$ cat config.mk
export PLATFORM = sky130hd
export DESIGN_NAME = multicycle_control_fsm
export DESIGN_NICKNAME = d
export VERILOG_FILES = /design/src/rtl/mips_ctrl_pkg.sv /design/src/rtl/multicycle_control_fsm_retire_counter.sv /design/src/rtl/multicycle_control_fsm.sv
export SDC_FILE = /design/constraint.sdc
export NUM_CORES = 1
export LEC_CHECK = 0
export CAP_MARGIN = 30
export CORE_MARGIN = 5
export CORE_UTILIZATION = 51
export DETAILED_ROUTE_END_ITERATION = 8
export GPL_ROUTABILITY_DRIVEN = 0
export PLACE_DENSITY_LB_ADDON = 0.25
export SLEW_MARGIN = 10
export SYNTH_ARGS = -nofsm -noshare
export SYNTH_HDL_FRONTEND = slang
export SYNTH_SLANG_ARGS = --single-unit
export TNS_END_PERCENT = 10
$ cat constraint.sdc
create_clock -name Clk -period 2.7 [get_ports Clk]
set_input_delay 0.54 -clock Clk [delete_from_list [all_inputs] [get_ports Clk]]
set_output_delay 0.54 -clock Clk [all_outputs]
set_load 0.01 [all_outputs]
$ cat src/rtl/mips_ctrl_pkg.sv
// Shared encodings for the multicycle MIPS controller:
// FSM states, opcode classes, opcode values and datapath select codes.
package mips_ctrl_pkg;

    typedef enum logic [2:0] {
        S_IDLE,
        S_FETCH,
        S_DECODE,
        S_EXEC,
        S_MEM,
        S_WB
    } state_t;

    typedef enum logic [2:0] {
        C_NONE,
        C_R,
        C_LW,
        C_SW,
        C_BEQ,
        C_ADDI,
        C_J,
        C_ILL
    } op_class_t;

    localparam logic [5:0] OP_R    = 6'h00;
    localparam logic [5:0] OP_LW   = 6'h23;
    localparam logic [5:0] OP_SW   = 6'h2B;
    localparam logic [5:0] OP_BEQ  = 6'h04;
    localparam logic [5:0] OP_ADDI = 6'h08;
    localparam logic [5:0] OP_J    = 6'h02;

    localparam logic [1:0] PC_PLUS4  = 2'b00;
    localparam logic [1:0] PC_BRANCH = 2'b01;
    localparam logic [1:0] PC_JUMP   = 2'b10;

    localparam logic [1:0] ALU_ADD   = 2'b00;
    localparam logic [1:0] ALU_SUB   = 2'b01;
    localparam logic [1:0] ALU_FUNCT = 2'b10;

    function automatic op_class_t classify(input logic [5:0] op);
        op_class_t c;
        case (op)
            OP_R:    c = C_R;
            OP_LW:   c = C_LW;
            OP_SW:   c = C_SW;
            OP_BEQ:  c = C_BEQ;
            OP_ADDI: c = C_ADDI;
            OP_J:    c = C_J;
            default: c = C_ILL;
        endcase
        return c;
    endfunction

endpackage

$ cat src/rtl/multicycle_control_fsm_retire_counter.sv
// Retired-instruction counter; wraps modulo 2^CNT_W.
module retire_counter #(
    parameter int CNT_W = 32
) (
    input  logic             Clk,
    input  logic             Reset_n,
    input  logic             inc,
    output logic [CNT_W-1:0] count
);

    always_ff @(posedge Clk or negedge Reset_n) begin
        if (!Reset_n) begin
            count <= '0;
        end else if (inc) begin
            count <= count + CNT_W'(1);
        end
    end

endmodule

$ cat src/rtl/multicycle_control_fsm.sv
// Multicycle MIPS controller: sequences the shared datapath one
// instruction at a time and counts retired instructions.
module multicycle_control_fsm
    import mips_ctrl_pkg::*;
#(
    parameter int CNT_W   = 32,
    parameter int ALUOP_W = 2
) (
    input  logic               Clk,
    input  logic               Reset_n,
    input  logic [5:0]         Opcode,
    input  logic               Zero,
    input  logic               Mem_Ack,
    output logic               Mem_Req,
    output logic               Mem_WrEn,
    output logic               IorD_Sel,
    output logic               IR_LdEn,
    output logic               PC_LdEn,
    output logic [1:0]         PC_Sel,
    output logic               ALUSrc_Sel,
    output logic               RegDst_Sel,
    output logic               MemToReg_Sel,
    output logic               RF_WrEn,
    output logic [ALUOP_W-1:0] ALU_Op,
    output logic               Illegal_Op,
    output logic [CNT_W-1:0]   Instr_Count
);

    state_t    state_q, state_d;
    op_class_t cls_q, cls_d;
    op_class_t live_cls;
    logic      retire;
    logic [1:0] alu_op;

    assign live_cls = classify(Opcode);
    assign ALU_Op   = ALUOP_W'(alu_op);

    always_ff @(posedge Clk or negedge Reset_n) begin
        if (!Reset_n) begin
            state_q <= S_IDLE;
            cls_q   <= C_NONE;
        end else begin
            state_q <= state_d;
            cls_q   <= cls_d;
        end
    end

    always_comb begin
        state_d      = state_q;
        cls_d        = cls_q;
        retire       = 1'b0;
        Mem_Req      = 1'b0;
        Mem_WrEn     = 1'b0;
        IorD_Sel     = 1'b0;
        IR_LdEn      = 1'b0;
        PC_LdEn      = 1'b0;
        PC_Sel       = PC_PLUS4;
        ALUSrc_Sel   = 1'b0;
        RegDst_Sel   = 1'b0;
        MemToReg_Sel = 1'b0;
        RF_WrEn      = 1'b0;
        alu_op       = ALU_ADD;
        Illegal_Op   = 1'b0;

        unique case (state_q)
            S_IDLE: state_d = S_FETCH;

            S_FETCH: begin
                Mem_Req = 1'b1;
                if (Mem_Ack) begin
                    IR_LdEn = 1'b1;
                    PC_LdEn = 1'b1;
                    state_d = S_DECODE;
                end
            end

            // IR is valid here, so the live opcode picks the path
            S_DECODE: begin
                cls_d = live_cls;
                case (live_cls)
                    C_ILL: begin
                        Illegal_Op = 1'b1;
                        state_d    = S_FETCH;
                    end
                    C_J: begin
                        PC_LdEn = 1'b1;
                        PC_Sel  = PC_JUMP;
                        retire  = 1'b1;
                        state_d = S_FETCH;
                    end
                    default: state_d = S_EXEC;
                endcase
            end

            S_EXEC: begin
                case (cls_q)
                    C_R: begin
                        alu_op  = ALU_FUNCT;
                        state_d = S_WB;
                    end
                    C_ADDI: begin
                        ALUSrc_Sel = 1'b1;
                        state_d    = S_WB;
                    end
                    C_LW, C_SW: begin
                        ALUSrc_Sel = 1'b1;
                        state_d    = S_MEM;
                    end
                    C_BEQ: begin
                        alu_op  = ALU_SUB;
                        PC_LdEn = Zero;
                        PC_Sel  = PC_BRANCH;
                        retire  = 1'b1;
                        state_d = S_FETCH;
                    end
                    default: state_d = S_FETCH;
                endcase
            end

            S_MEM: begin
                Mem_Req  = 1'b1;
                IorD_Sel = 1'b1;
                Mem_WrEn = (cls_q == C_SW);
                if (Mem_Ack) begin
                    if (cls_q == C_SW) begin
                        retire  = 1'b1;
                        state_d = S_FETCH;
                    end else begin
                        state_d = S_WB;
                    end
                end
            end

            S_WB: begin
                RF_WrEn      = 1'b1;
                RegDst_Sel   = (cls_q == C_R);
                MemToReg_Sel = (cls_q == C_LW);
                retire       = 1'b1;
                state_d      = S_FETCH;
            end

            default: state_d = S_IDLE;
        endcase
    end

    retire_counter #(
        .CNT_W (CNT_W)
    ) u_retire (
        .Clk     (Clk),
        .Reset_n (Reset_n),
        .inc     (retire),
        .count   (Instr_Count)
    );

endmodule

==> impl_metrics.py, run 1 <==
metrics = {
    "run_status": {
        "status": "finished clean",
    },
    "final_layout": {
        "multi_input_area_sq_um": 1460,
        "seq_area_sq_um": 954.7,
        "stdcell_count": 351,
        "areaGrowthSynthToFinish_pct": 34.73,
        "layout_common_cells": "clkdlybuf4s50_1 (45), dfrtp_1 (35), xor2_1 (30)",
        "fin_util_pct": 70.56,
        "fillers": 364,
        "drive_above_1_share_pct": 23.23,
        "num_antenna_cells": 0,
        "fin_nets": 309,
        "final_common_cell": "clkdlybuf4s50_1",
    },
    "synth": {
        "synth_area_leaders": "dfrtp_1 (39%), xor2_1 (11%), a2111oi_4 (7.8%), a2111oi_2 (5.5%), a211oi_1 (3.7%)",
        "synth_top_area_share_pct": 38.70,
        "ys_warn_count": 0,
        "yosys.area.top_type": "dfrtp_1",
        "synth.avg_cell_area_sq_um": 10.97,
        "syn_inst": 224,
        "synth_area_sq_um": 2457,
        "synth.distinct_cells": 45,
        "yosysSeqAreaShare_pct": 38.70,
        "synth_nets": 237,
        "ys_ff_latch": 38,
    },
    "global_routing": {
        "grt.overflow.total": 0,
        "grt_usage_pct": 19.57,
        "antenna_found_initial": 0,
        "grt_pass1_wl_um": 9687,
        "grt_max_degree": 39,
        "first_global_vias": 2009,
    },
    "clocking": {
        "insertion_delay_ns": 0.29,
        "clk_pin_slew_ns": 0.07,
        "htreeDepth": 2,
        "clk_path_buf_depth": 2,
        "cts_tree": "built",
        "clockRootBuffer": "clkbuf_8",
        "cts_hold_buf": 0,
        "cts.sinks": 38,
        "cts_made_buffers": 5,
    },
    "sta": {
        "tightestPinTransition_ns": 0.5831,
        "worst_hold_slack_ns": 0.06047,
        "fmax_ghz": 0.3821,
        "min_period_ns": 2.617,
        "finalMaxSlewViolations": 0,
        "relSlewSlack_pct": 61.12,
        "fin_crit_sh_pct": 96.93,
        "rsz0062_at_grt": "true",
        "finalHoldViolCount": 0,
        "setup_ws_ns": 0.08302,
        "setup_viol": 0,
        "skew_ns": 0.009008,
    },
    "power": {
        "total_power_mw": 1.579,
        "peakVddDrop_mv": 0.3133,
        "power_density_nw_per_um2": 476.9,
        "p_leak_nw": 1.442,
    },
    "setup_path": {
        "cp-start-kind": "register",
        "required_ns": 2.16,
        "critPathTopFamily": "buffers and inverters",
        "slowest_stage": "clkdlybuf4s50_1",
        "path_class": "reg -> out",
        "slowest_delay_ns": 0.53,
        "cp_data_arrival_time_ns": 2.08,
        "crit_fanout": 9,
        "path_buf_inv": 2,
        "crit_path_cell_trace": "nand3b_4 > nor4b_4 > buf_4 > and2_1 > clkdlybuf4s50_1",
        "worstSetupEndpointType": "output port",
    },
    "routing": {
        "vias_per_cell": 5.735,
        "drtPass1Iterations": 4,
        "routed_wl_um": 5732,
        "vias": 2013,
        "drt-wirelength-per-cell_um": 16.33,
        "drt_iter0_drc": 101,
        "ant_nets": 0,
        "remaining_drc_errors": 0,
    },
    "place": {
        "pre_cts_ws_ns": -0.4498,
        "hpwlAfterDp_um": 4078,
        "portBuffers": 55,
        "dp.cells": 341,
    },
    "floorplanning": {
        "rows": 25,
        "pin_count": 56,
        "core-area_sq_um": 4692,
        "dieArea_sq_um": 6307,
        "initial_core_util_pct": 52.37,
        "die_w_um": 79.42,
        "dieHeight_um": 79.42,
    },
    "job": {
        "drv_cap": 0,
    },
    "hold_path": {
        "hold_path_class": "in -> async",
    },
}
## layout make-up
type | instances | area share [%]
Tap cell | 54 | 2.041
Multi-Input combinational cell | 168 | 44.10
Clock buffer | 7 | 2.608
Sequential cell | 38 | 28.84
Inverter | 7 | 0.7936
Clock inverter | 1 | 0.1512
Timing Repair Buffer | 76 | 21.47
## path summary, 6_finish.rpt
| kind | cells past startpoint | slack (ns) | endpoint | start |
|---|---|---|---|---|
| worst min register to register | 1 | 0.48 | u_retire.count[31]$_DFFE_PN0P_ | u_retire.count[31]$_DFFE_PN0P_ |
| worst min-delay path | 1 | 0.06 | cls_q[0]$_DFFE_PN0N_ | Reset_n |
| min in group Clk | 1 | 0.48 | u_retire.count[31]$_DFFE_PN0P_ | u_retire.count[31]$_DFFE_PN0P_ |
| max in group asynchronous | 2 | 2.22 | state_q[2]$_DFFE_PN0P_ | Reset_n |
| worst max-delay path | 5 | 0.08 | PC_Sel[0] | state_q[2]$_DFFE_PN0P_ |
| worst max register to register | 7 | 0.53 | u_retire.count[19]$_DFFE_PN0P_ | state_q[2]$_DFFE_PN0P_ |
## per-stage QoR
stage | area, sq um | setup TNS, ns
floorplan | 2457 | 0
global placement | 3162 | -2.008
detailed placement | 3162 | -3.450
CTS | 3268 | -0.04831
global route | 3311 | -0.04553
finish | 3311 | 0
## what timing repair did
action | 4_1_cts | 5_1_grt
pin swaps | 4 | 4
setup buffers | 1 | 0
resized for setup | 21 | 7
endpoints found under the setup margin | 3 | 7
## power breakdown
part / leakage (nW) / switching, mW / internal, mW
sequential: 0.498 / 0.0819 / 0.607
clock: 0.0482 / 0.200 / 0.206
combinational: 0.896 / 0.261 / 0.222
## layer usage
layer	track usage [%]	vias up	wire, um
li1	-	976	-
met4	6.873	0	83
met2	31.99	43	2866
met3	4.740	8	187
met1	25.29	986	2594
met5	0	-	0
## synth_stat cells (all sizes together)
master	count
a2111oi	17
a211oi	12
a21boi	1
a21oi	8
a22oi	2
a311oi	1
a31oi	2
and2	2
and3	4
and4b	1
buf	6
clkbuf	5
dfrtp	38
ha	3
inv	7
mux2	1
mux2i	1
nand2	18
nand2b	5
nand3	12
nand3b	6
nand4	4
nor2	11
nor2b	1
nor3	6
nor3b	3
nor4	2
nor4b	1
o22ai	2
o32ai	1
or2	3
or3	3
or4	2
or4b	1
xnor2	2
xor2	30
## flip-flops by register name (all words and copies together), names as in the netlist
| signal | cells |
|---|---|
| cls_q | 3 |
| u_retire.count | 32 |
| state_q | 3 |
## cells by family after synthesis
logic type / share of synthesized area [%]
multiplexers: 0.8656
AND/OR/NAND/NOR: 21.38
AO/OA/AOI/OAI: 22.51
adder cells (fa/ha/maj): 1.528
XOR/XNOR: 11.41
buffers and inverters: 3.615
flip-flops: 38.70
Note: power is estimated with default switching activity, not from simulation.
==> inputs of run 2 (changes only) <==
--- a/config.mk
+++ b/config.mk
@@ -10,7 +10,7 @@
 export CORE_UTILIZATION = 51
 export DETAILED_ROUTE_END_ITERATION = 8
 export GPL_ROUTABILITY_DRIVEN = 0
-export PLACE_DENSITY_LB_ADDON = 0.25
+export PLACE_DENSITY = 0.81
 export SLEW_MARGIN = 10
 export SYNTH_ARGS = -nofsm -noshare
 export SYNTH_HDL_FRONTEND = slang
==> run 2 against run 1 <==
Against the previous run:
- register-to-register slack about the same
- clock skew increased by 0.00098 ns
- critical path depth increased by 2
- core utilization decreased by 0.67 points
- die area unchanged
- maximum frequency increased by 2.1%
- first-iteration DRC count increased by 7.9%
- critical endpoint is now PC_LdEn
- largest cell class unchanged
==> impl_metrics.py, run 2 (synthesis results as in run 1) <==
metrics = {
    "sta": {
        "fin_crit_sh_pct": 94.90,
        "min_period_ns": 2.562,
        "finalHoldViolCount": 0,
        "setup_viol": 0,
        "setup_ws_ns": 0.1376,
        "finalMaxSlewViolations": 0,
        "relSlewSlack_pct": 43.67,
        "skew_ns": 0.009984,
        "fmax_ghz": 0.3903,
        "rsz0062_at_grt": "false",
        "tightestPinTransition_ns": 0.8450,
    },
    "setup_path": {
        "startpoint": "Opcode[5]",
        "worstSetupEndpointType": "output port",
        "path_buf_inv": 2,
        "cp-start-kind": "primary input",
        "required_ns": 2.16,
        "path_depth": 7,
        "rrSetupSlack_ns": 0.54,
        "slowest_stage": "or4_4",
        "critPathTopFamily": "simple AND/OR/NAND/NOR gates",
        "cp_data_arrival_time_ns": 2.02,
        "endpoint": "PC_LdEn",
        "path_class": "in -> out",
        "r2r-end": "u_retire.count[19]$_DFFE_PN0P_",
        "crit_path_cell_trace": "dlygate4sd2_1 > or4_4 > o22ai_4 > nand3_4 > a21oi_2 > or2_4 > buf_6",
        "slowest_delay_ns": 0.55,
        "r2r_cells": 6,
        "reg2reg_from": "state_q[2]$_DFFE_PN0P_",
        "crit_fanout": 3,
    },
    "final_layout": {
        "fin_util_pct": 69.89,
        "drive_above_1_share_pct": 20.21,
        "top_regs": "u_retire.count x32, cls_q x3, state_q x3",
        "fin_nets": 304,
        "final_common_cell": "clkdlybuf4s50_1",
        "regMostFlops": "u_retire.count",
        "layout_common_cells": "clkdlybuf4s50_1 (45), dfrtp_1 (36), xor2_1 (30)",
        "areaGrowthSynthToFinish_pct": 33.45,
        "num_antenna_cells": 0,
        "fillers": 364,
        "largest_register_ffs": 32,
    },
    "power": {
        "power_density_nw_per_um2": 500.5,
        "total_power_mw": 1.641,
        "peakVddDrop_mv": 0.4410,
        "p_leak_nw": 1.409,
    },
    "place": {
        "pre_cts_ws_ns": -0.4402,
        "portBuffers": 55,
        "hpwlAfterDp_um": 4103,
    },
    "global_routing": {
        "first_global_vias": 1941,
        "grt_pass1_wl_um": 9308,
        "antenna_found_initial": 0,
        "grt_usage_pct": 18.47,
        "grt.overflow.total": 0,
        "grt_max_degree": 39,
    },
    "clocking": {
        "htreeDepth": 2,
        "clockRootBuffer": "clkbuf_8",
        "insertion_delay_ns": 0.28,
        "cts.sinks": 38,
        "cts_tree": "built",
        "clk_pin_slew_ns": 0.08,
        "cts_made_buffers": 5,
        "clk_path_buf_depth": 2,
        "cts_setup_buffers": 0,
        "cts_hold_buf": 0,
    },
    "routing": {
        "wl_met1_um": 2505,
        "route.met3.wl_um": 194,
        "ant_nets": 0,
        "vias_per_cell": 5.650,
        "drt_iter0_drc": 109,
        "drtPass1Iterations": 4,
        "dr_wl_met2_um": 2829,
        "drt-wirelength-per-cell_um": 16.09,
        "vias": 1955,
        "routed_wl_um": 5567,
        "topRoutingLayerUsed": "met4",
        "remaining_drc_errors": 0,
    },
    "floorplanning": {
        "dieHeight_um": 79.42,
        "die_w_um": 79.42,
        "initial_core_util_pct": 52.37,
        "pin_count": 56,
        "core-area_sq_um": 4692,
        "rows": 25,
        "dieArea_sq_um": 6307,
    },
    "job": {
        "drv_cap": 0,
    },
    "hold_path": {
        "hold_path_class": "in -> async",
    },
    "run_status": {
        "status": "finished clean",
    },
}
run 2: where the power goes:
group          switching, mW  internal, mW
logic                  0.263         0.226
registers             0.0799         0.607
clock network          0.189         0.276
run 2: routing by layer:
metal  vias to the layer above  global-route usage (%)
li1                        966                       -
met1                       943                   23.98
met2                        42                   30.81
met3                         4                   4.063
met4                         0                   5.498
met5                         -                       0
run 2: layout make-up:
| cell class | count | area [sq um] | area share, % |
|---|---|---|---|
| multi-input combinational | 168 | 1446 | 44.11 |
| timing repair buffer | 71 | 679.4 | 20.72 |
| inverter | 7 | 26.28 | 0.8012 |
| sequential | 38 | 953.4 | 29.07 |
| clock inverter | 1 | 30.03 | 0.9157 |
| tap | 54 | 67.56 | 2.060 |
| clock buffer | 7 | 76.32 | 2.327 |
run 2: worst min-delay path by stage:
| stage | startpoint | to | slack [ns] | depth (start not counted) |
|---|---|---|---|---|
| CTS | Reset_n | u_retire.count[16]$_DFFE_PN0P_ | 0.40 | 1 |
| global route | Reset_n | u_retire.count[16]$_DFFE_PN0P_ | 0.42 | 1 |
| finish | Reset_n | u_retire.count[16]$_DFFE_PN0P_ | 0.36 | 1 |
| global placement | u_retire.count[31]$_DFFE_PN0P_ | u_retire.count[31]$_DFFE_PN0P_ | 0.46 | 1 |
| detailed placement | u_retire.count[31]$_DFFE_PN0P_ | u_retire.count[31]$_DFFE_PN0P_ | 0.47 | 1 |
| floorplan | Reset_n | cls_q[0]$_DFFE_PN0N_ | 0.24 | 0 |
run 2: metrics by stage:
stage	hold slack (ns)	TNS, ns	cells	area (sq um)
after floorplan	0.2444	0	224	2457
after global placement	0.4611	-1.701	338	3152
after detailed placement	0.4670	-3.457	338	3152
after CTS	0.4002	0	346	3274
after global routing	0.4193	0	346	3279
final	0.3606	0	346	3279
run 2: what timing repair did:
| action | CTS | global route |
|---|---|---|
| setup endpoints to repair | 3 | 4 |
| gates resized for setup | 19 | 3 |
| pin swaps | 4 | 2 |
| gates cloned | 0 | 0 |
